==> src/rtl/mux_sel_arbiter.sv <==
// mux_sel_arbiter: round-robin owner of a 4:1 data mux that feeds one shared
// valid/ready resource port. Grants are registered, so the mux select stays
// stable for a whole transfer. A granted requester may hold the grant for a
// locked burst of up to BURST_MAX beats.
module mux_sel_arbiter #(
    parameter int unsigned DATA_W    = 8,
    parameter int unsigned BURST_MAX = 4
) (
    input  logic              clk,
    input  logic              rst,
    input  logic [3:0]        req,
    input  logic [3:0]        lock,
    input  logic [DATA_W-1:0] in0,
    input  logic [DATA_W-1:0] in1,
    input  logic [DATA_W-1:0] in2,
    input  logic [DATA_W-1:0] in3,
    input  logic              res_ready,
    output logic              out_valid,
    output logic [DATA_W-1:0] out_data,
    output logic [1:0]        sel,
    output logic [3:0]        gnt,
    output logic [3:0]        ack
);

    typedef enum logic [0:0] {StIdle, StGrant} state_e;

    state_e     state_q, state_d;
    logic [1:0] sel_q, sel_d;
    logic [1:0] rr_ptr_q, rr_ptr_d;
    logic [3:0] gnt_q, gnt_d;
    logic [3:0] beat_cnt_q, beat_cnt_d;

    logic [1:0] winner;
    logic [1:0] scan_idx;
    logic       scan_found;
    logic       owner_req;
    logic       beat_valid;
    logic       beat_accept;
    logic       burst_room;

    // Round-robin pick: first set req bit at or above rr_ptr, wrapping 3->0.
    always_comb begin
        winner     = rr_ptr_q;
        scan_idx   = '0;
        scan_found = 1'b0;
        for (int k = 0; k < 4; k++) begin
            scan_idx = rr_ptr_q + 2'(k);
            if (!scan_found && req[scan_idx]) begin
                winner     = scan_idx;
                scan_found = 1'b1;
            end
        end
    end

    // Beat qualification for the current owner.
    always_comb begin
        owner_req   = req[sel_q];
        beat_valid  = (state_q == StGrant) && owner_req;
        beat_accept = beat_valid && res_ready;
        // Room for another beat after the one being accepted now.
        burst_room  = ({1'b0, beat_cnt_q} + 5'd1) < 5'(BURST_MAX);
    end

    // Next-state logic for the grant FSM, pointer and burst counter.
    always_comb begin
        state_d    = state_q;
        sel_d      = sel_q;
        rr_ptr_d   = rr_ptr_q;
        gnt_d      = gnt_q;
        beat_cnt_d = beat_cnt_q;

        unique case (state_q)
            StIdle: begin
                if (req != 4'b0000) begin
                    sel_d      = winner;
                    gnt_d      = 4'b0001 << winner;
                    beat_cnt_d = '0;
                    state_d    = StGrant;
                end
            end
            StGrant: begin
                if (!owner_req) begin
                    // Owner withdrew before acceptance: release without a beat.
                    rr_ptr_d = sel_q + 2'd1;
                    gnt_d    = '0;
                    state_d  = StIdle;
                end else if (beat_accept) begin
                    beat_cnt_d = beat_cnt_q + 4'd1;
                    if (!(lock[sel_q] && burst_room)) begin
                        rr_ptr_d = sel_q + 2'd1;
                        gnt_d    = '0;
                        state_d  = StIdle;
                    end
                end
            end
            default: begin
                state_d = StIdle;
                gnt_d   = '0;
            end
        endcase
    end

    // All arbiter state; reset aborts any transfer immediately.
    always_ff @(posedge clk or posedge rst) begin
        if (rst) begin
            state_q    <= StIdle;
            sel_q      <= '0;
            rr_ptr_q   <= '0;
            gnt_q      <= '0;
            beat_cnt_q <= '0;
        end else begin
            state_q    <= state_d;
            sel_q      <= sel_d;
            rr_ptr_q   <= rr_ptr_d;
            gnt_q      <= gnt_d;
            beat_cnt_q <= beat_cnt_d;
        end
    end

    // Data path is a pure mux on the registered select; no data register.
    always_comb begin
        out_data = in0;
        unique case (sel_q)
            2'd0: out_data = in0;
            2'd1: out_data = in1;
            2'd2: out_data = in2;
            2'd3: out_data = in3;
            default: out_data = in0;
        endcase
    end

    // Handshake outputs; ack only ever targets the registered owner.
    always_comb begin
        out_valid = beat_valid;
        ack       = beat_accept ? (4'b0001 << sel_q) : 4'b0000;
        sel       = sel_q;
        gnt       = gnt_q;
    end

endmodule

==> config.mk <==
export PLATFORM = sky130hd
export DESIGN_NAME = mux_sel_arbiter
export DESIGN_NICKNAME = d
export VERILOG_FILES = /design/src/rtl/mux_sel_arbiter.sv
export SDC_FILE = /design/constraint.sdc
export NUM_CORES = 1
export LEC_CHECK = 0
export CORE_MARGIN = 2
export CORE_UTILIZATION = 37
export DETAILED_ROUTE_END_ITERATION = 10
export MAX_ROUTING_LAYER = met4
export PLACE_DENSITY = 0.79
export SLEW_MARGIN = 0
export SYNTH_ARGS = -nofsm -noshare
export SYNTH_HDL_FRONTEND = slang
export SYNTH_SLANG_ARGS = --single-unit
==> constraint.sdc <==
create_clock -name clk -period 2.6 [get_ports clk]
set_clock_uncertainty 0.1 [all_clocks]
set_input_delay 0.39 -clock clk [delete_from_list [all_inputs] [get_ports clk]]
set_output_delay 0.39 -clock clk [all_outputs]
set_load 0.05 [all_outputs]
[Yosys cells after proc, flatten, opt, wreduce, memory -nomap -nowiden]
Index checks and enable logic that the tools add are counted.
Storage, ports and cells
  register bits: 13
  logic and storage cells: 82
  output and inout port bits: 19
Operators by class
  shifts and indexed selects: 2
  order comparisons: 6
  add/sub/neg operators: 6
  eq/ne operators: 10
  bitwise operators: 1
  reduce and logical (&&, ||, !) cells: 15
  mux-type cells: 37
Operators by type and width (count)
  4-bit two-way mux: 8
  8-bit case mux with 4 select lines: 1
  4-bit case mux with 2 select lines: 2
  2-bit by 3-bit < comparator with 1-bit output (second input constant): 5
  1-bit two-way mux: 13
  1-bit binary-select mux with 2-bit select: 6
  2-bit two-way mux: 6
  3-bit AND reduction: 3
  1-bit by 2-bit << shifter with 4-bit output (first input constant): 2
  1-bit logical AND: 6
  2-bit by 1-bit inequality test with 1-bit output (second input constant): 3
  4-bit by 1-bit adder with 5-bit output (second input constant): 1
  5-bit by 3-bit < comparator with 1-bit output (second input constant): 1
  2-bit by 1-bit adder with 2-bit output (second input constant): 2
  2-bit adder (second input constant): 2
  4-bit by 1-bit adder with 4-bit output (second input constant): 1
  2-bit == test (second input constant): 2
  2-bit inequality test (second input constant): 2
  4-bit nonzero test: 1
  1-bit zero test: 3
  3-bit by 2-bit inequality test with 1-bit output (second input constant): 1
  3-bit inequality test (second input constant): 1
  2-bit by 1-bit == test with 1-bit output (second input constant): 1
  2-bit zero test: 1
  3 further kinds: 3

[Logic depth before layout (Yosys ltp)]
Gate-level depths: netlist of run 1.
  depth in word-level cells: 15
  gate-level depth with buffers: 6
  mapped depth without buffers: 6

[Least setup slack after synthesis of run 1]
Ideal clock, no wire load.
  path type: register to output
  from: register sel_q[0] (netlist: sel[0])
  to: output port out_data[0]
  arrival: 2.246 ns
  slack: -0.136 ns
  path buffers: 1
  stages on the path, launching flop included: 5
  data required time: 2.110 ns
  path through: dfrtp_1 > inv_1 > ha_1 > clkbuf_1 > mux2i_1
On the way
  cells in the longest elaborated chain, start to end: 2
  elaborated cells on any way between the ends: 5
  classes of those cells: eq/ne (3); mux (1); reduce/logical (1)
Ends and longest elaborated chain
  start: declaration: RTL line 28  | logic [1:0] sel_q, sel_d;
  start signal: assignment: RTL line 113  | sel_q <= sel_d;
  2-bit == test (tied with other cells): RTL line 123  | unique case (sel_q)
  8-bit case mux with 4 select lines *: RTL line 123
  end: declaration: RTL line 19  | output logic [DATA_W-1:0] out_data,
Mark *: on every way between the ends. The rest lies on a longest branch, timed or not.

[Worst setup path after layout of run 1]
  from: input port req[2]
  to: output port ack[3]
On the way
  cells in the longest elaborated chain, start to end: 5
Ends and longest elaborated chain
  start: declaration: RTL line 11  | input logic [3:0] req,
  1-bit binary-select mux with 2-bit select: RTL line 57  | owner_req = req[sel_q];
  1-bit two-way mux (not written as such): RTL line 57
  1-bit logical AND: RTL line 58  | beat_valid = (state_q == StGrant) && owner_req;
  1-bit logical AND: RTL line 59  | beat_accept = beat_valid && res_ready;
  4-bit two-way mux: RTL line 135  | ack = beat_accept ? (4'b0001 << sel_q) : 4'b0000;
  end: declaration: RTL line 22  | output logic [3:0] ack
Every way passes these cells. The select of a mux whose other input is x is not followed.

==> out/qor.log, run 1 <==
qor: run_status.status complete, no violations
qor: clock_network.clk_pin_slew 0.09 ns
qor: logic_synthesis.synth_area 1045 sq um
qor: grt.grt_overflow_total 0
qor: cells_and_area.sequential_cell_area 326.6 sq um
qor: placed_design.detailed_place_hpwl 2.568 mm
qor: logic_synthesis.yosysTopAreaCell dfrtp_1
qor: worst_hold_path.min_path_type input port to async pin
qor: clock_network.cts-resized-gates 1
qor: grt.antenna_violations_before_repair 0
qor: logic_synthesis.top_count_cell_post_synth inv_1
qor: grt.number_of_global_route_vias_before_repair 1207
qor: sta.timing.final.crit_share 0.9636
qor: placed_design.place_worst_setup_slack 0.005431 ns
qor: sta.fmax 0.3991 GHz
qor: sta.slew_at_the_pin_closest_to_its_max_slew_limit 0.5054 ns
qor: grt.groute.usage.overall 0.2005
qor: logic_synthesis.synth_top_area_share 0.3114
qor: drt.drt_wl_total 3.216 mm
qor: clock_network.post_cts.repair.setup_buffers 0
qor: placed_design.numPlacedInstances 209
qor: clock_network.clkSinkCount 13
qor: die.die_w 57.14 microns
qor: cells_and_area.multi_input_comb_area 644.4 sq um
qor: sta.setup_violations 0
qor: logic_synthesis.synthArstFlopShare 1.000
qor: clock_network.ctsLongestPathBuffers 2
qor: drt.detailroute.via_count 1161
qor: sta.hold_viol 0
qor: cells_and_area.n_antenna_cell 0
qor: logic_synthesis.yosys_warning_total 0
qor: power.worst_ir_drop_vdd 0.001087 V
qor: worst_setup_path.cp-end-kind output pin
qor: worst_setup_path.start_kind input port
qor: logic_synthesis.synth_fp_nets 166
qor: drt.drc 0
qor: drt.post_drt_wl_per_cell 15.10 microns
qor: sta.layout_min_cycle_time 2.505 ns
qor: grt.first_pass_grt_wire_length 5.112 mm
qor: die.fp.dieH 57.14 microns
qor: power.p_leak 0.8489 nW
qor: sta.maxSlewViolCount 0
qor: clock_network.cts_made_buffers 3
qor: clock_network.buffer_cell_driving_the_clock_tree_root clkbuf_4
qor: drt.drt_iter0_markers 113
qor: die.design.die.area 3265 sq um
qor: worst_setup_path.arrival 2.02 ns
qor: job.cap_viol_max_count 0
qor: clock_network.worst_skew_pair.late_latency 0.28 ns
qor: cells_and_area.final_instance_count_excl_fillers 213
qor: cells_and_area.layout.filler_cells 209
qor: logic_synthesis.ys_top_cells_by_area dfrtp_1 (31%), mux2i_1 (8.6%), a222oi_1 (7.7%)
qor: power.power_density_over_the_cells 1191 nW/um^2
qor: logic_synthesis.synth_enable_flop_cells 0
qor: logic_synthesis.synth.yosys.seq_area_share 0.3114
qor: cells_and_area.drive_gt1_frac 0.1593
qor: drt.drt-vias-per-instance 5.451
qor: sta.layout_setup_ws 0.09454 ns
qor: sta.setup_repair_after_global_routing_missed_its_margin false
qor: cells_and_area.flow.area_growth_from_synthesis 77.13%
qor: die.core_region_area 2710 sq um
qor: die.initial_utilization 0.3855
qor: cells_and_area.num-nets-final 232
qor: grt.largest_net_degree_at_the_start_of_global_routing 14
qor: sta.slew_headroom 0.6627
qor: logic_synthesis.synth-seq-cells 13
qor: worst_setup_path.critical_path_class input port to output pin
qor: worst_setup_path.worstPathRequired 2.11 ns
qor: logic_synthesis.ys.flop_type dfrtp_1
qor: drt.antenna_left 0
qor: logic_synthesis.ys_types 31
qor: clock_network.tritoncts built
qor: worst_setup_path.worstPathMaxFanout 5
qor: placed_design.numPortBuffers 61
qor: clock_network.ctsHoldBuffers 0
qor: logic_synthesis.avgSynthCellArea 8.930 sq um
qor: logic_synthesis.postSynthCellCount 117
qor: clock_network.cts.htree.levels 1
qor: drt.firstDrtPassIters 5
qor: logic_synthesis.post_synth_most_frequent_cells inv_1 (16), nand2_1 (14), dfrtp_1 (13)
qor: die.floorplan.rows 19
qor: placed_design.replace_congestion 0.8412
qor: die.top_level_i_o_count 62
path summary, 6_finish.rpt:
| path | start | to | slack (ns) | cells past startpoint |
|---|---|---|---|---|
| worst min-delay path | rst | sel[1] | 0.33 | 2 |
| min in group clk | beat_cnt_q[0] | beat_cnt_q[0] | 0.43 | 1 |
| max in group asynchronous | rst | sel[0] | 1.71 | 2 |
| worst max register to register | beat_cnt_q[0] | rr_ptr_q[1] | 0.66 | 6 |
| worst max-delay path | req[2] | ack[3] | 0.09 | 6 |
| worst min register to register | beat_cnt_q[0] | beat_cnt_q[0] | 0.43 | 1 |
kinds of logic (layout without fill, tap and decap cells):
kind of cell | Yosys count | after routing | share of synthesized area
multiplexers | 12 | 12 | 0.1473
buffers and inverters | 21 | 86 | 0.07664
XOR/XNOR | 1 | 1 | 0.008385
flip-flops | 13 | 13 | 0.3114
adder cells (fa/ha/maj) | 6 | 6 | 0.07185
AO/OA/AOI/OAI | 30 | 30 | 0.2275
AND/OR/NAND/NOR | 34 | 34 | 0.1569
worst max-delay path, cell delays in order:
cell             delay (ns)
clkdlybuf4s50_1        0.47
mux4_1                 0.54
inv_1                  0.17
nor3_2                 0.09
and2_1                 0.19
buf_12                 0.15
cell type report:
class / count / area share
Multi-Input combinational cell: 83 / 0.3482
Clock buffer: 3 / 0.01217
Tap cell: 31 / 0.02096
Sequential cell: 13 / 0.1765
Inverter: 16 / 0.03245
Timing Repair Buffer: 66 / 0.4070
Clock inverter: 1 / 0.002705
layer usage:
layer / global-route usage / up-vias / share of wire
li1: - / 556 / -
met1: 0.2418 / 528 / 0.43
met2: 0.3481 / 75 / 0.47
met3: 0.03628 / 2 / 0.10
met4: 0.04651 / 0 / 0.0031
met5: - / - / 0
sequential cells by signal, summed over array words and instances (netlist names):
| signal | cells |
|---|---|
| beat_cnt_q | 4 |
| sel | 2 |
| gnt | 4 |
| state_q | 1 |
| rr_ptr_q | 2 |
cells in the final DEF (no fill, tap or decap), drive strengths merged, types with 3 or more instances in the layout:
master	count
clkdlybuf4s50	48
buf	18
inv	16
nand2	14
dfrtp	13
mux2i	9
a222oi	8
o21ai	7
ha	6
and2	5
o22ai	5
nor2	4
nor2b	3
nand3	3
clkbuf	3
stage by stage:
| step | setup TNS [ns] | hold WS, ns | util | instance area (sq um) | power (mW) |
|---|---|---|---|---|---|
| floorplan | -1.089 | 0.1670 | - | 1045 | 1.386 |
| global placement | 0 | 0.3963 | 0.6704 | 1817 | 2.052 |
| detailed placement | 0 | 0.4108 | 0.6704 | 1817 | 2.073 |
| CTS | 0 | 0.3401 | 0.6824 | 1849 | 2.209 |
| global route | 0 | 0.3805 | 0.6828 | 1851 | 2.317 |
| finish | 0 | 0.3297 | 0.6828 | 1851 | 2.204 |
where the power goes:
group	leakage (nW)	internal [mW]	switching, mW	total (mW)
sequential	0.166	0.279	0.0982	0.378
combinational	0.666	0.756	0.945	1.70
clock	0.0177	0.0570	0.0689	0.126
total	0.849	1.09	1.11	2.20
Power figures use the tool's default switching activity.
==> inputs of run 2 (changes only) <==
--- a/config.mk
+++ b/config.mk
@@ -5,6 +5,7 @@
 export SDC_FILE = /design/constraint.sdc
 export NUM_CORES = 1
 export LEC_CHECK = 0
+export ABC_CLOCK_PERIOD_IN_PS = 2600
 export CORE_MARGIN = 2
 export CORE_UTILIZATION = 37
 export DETAILED_ROUTE_END_ITERATION = 10
@@ -14,3 +15,4 @@
 export SYNTH_ARGS = -nofsm -noshare
 export SYNTH_HDL_FRONTEND = slang
 export SYNTH_SLANG_ARGS = --single-unit
+export TNS_END_PERCENT = 100
==> results of run 2 <==
Same layout as run 1: the final DEF is identical, and so are final timing and power.
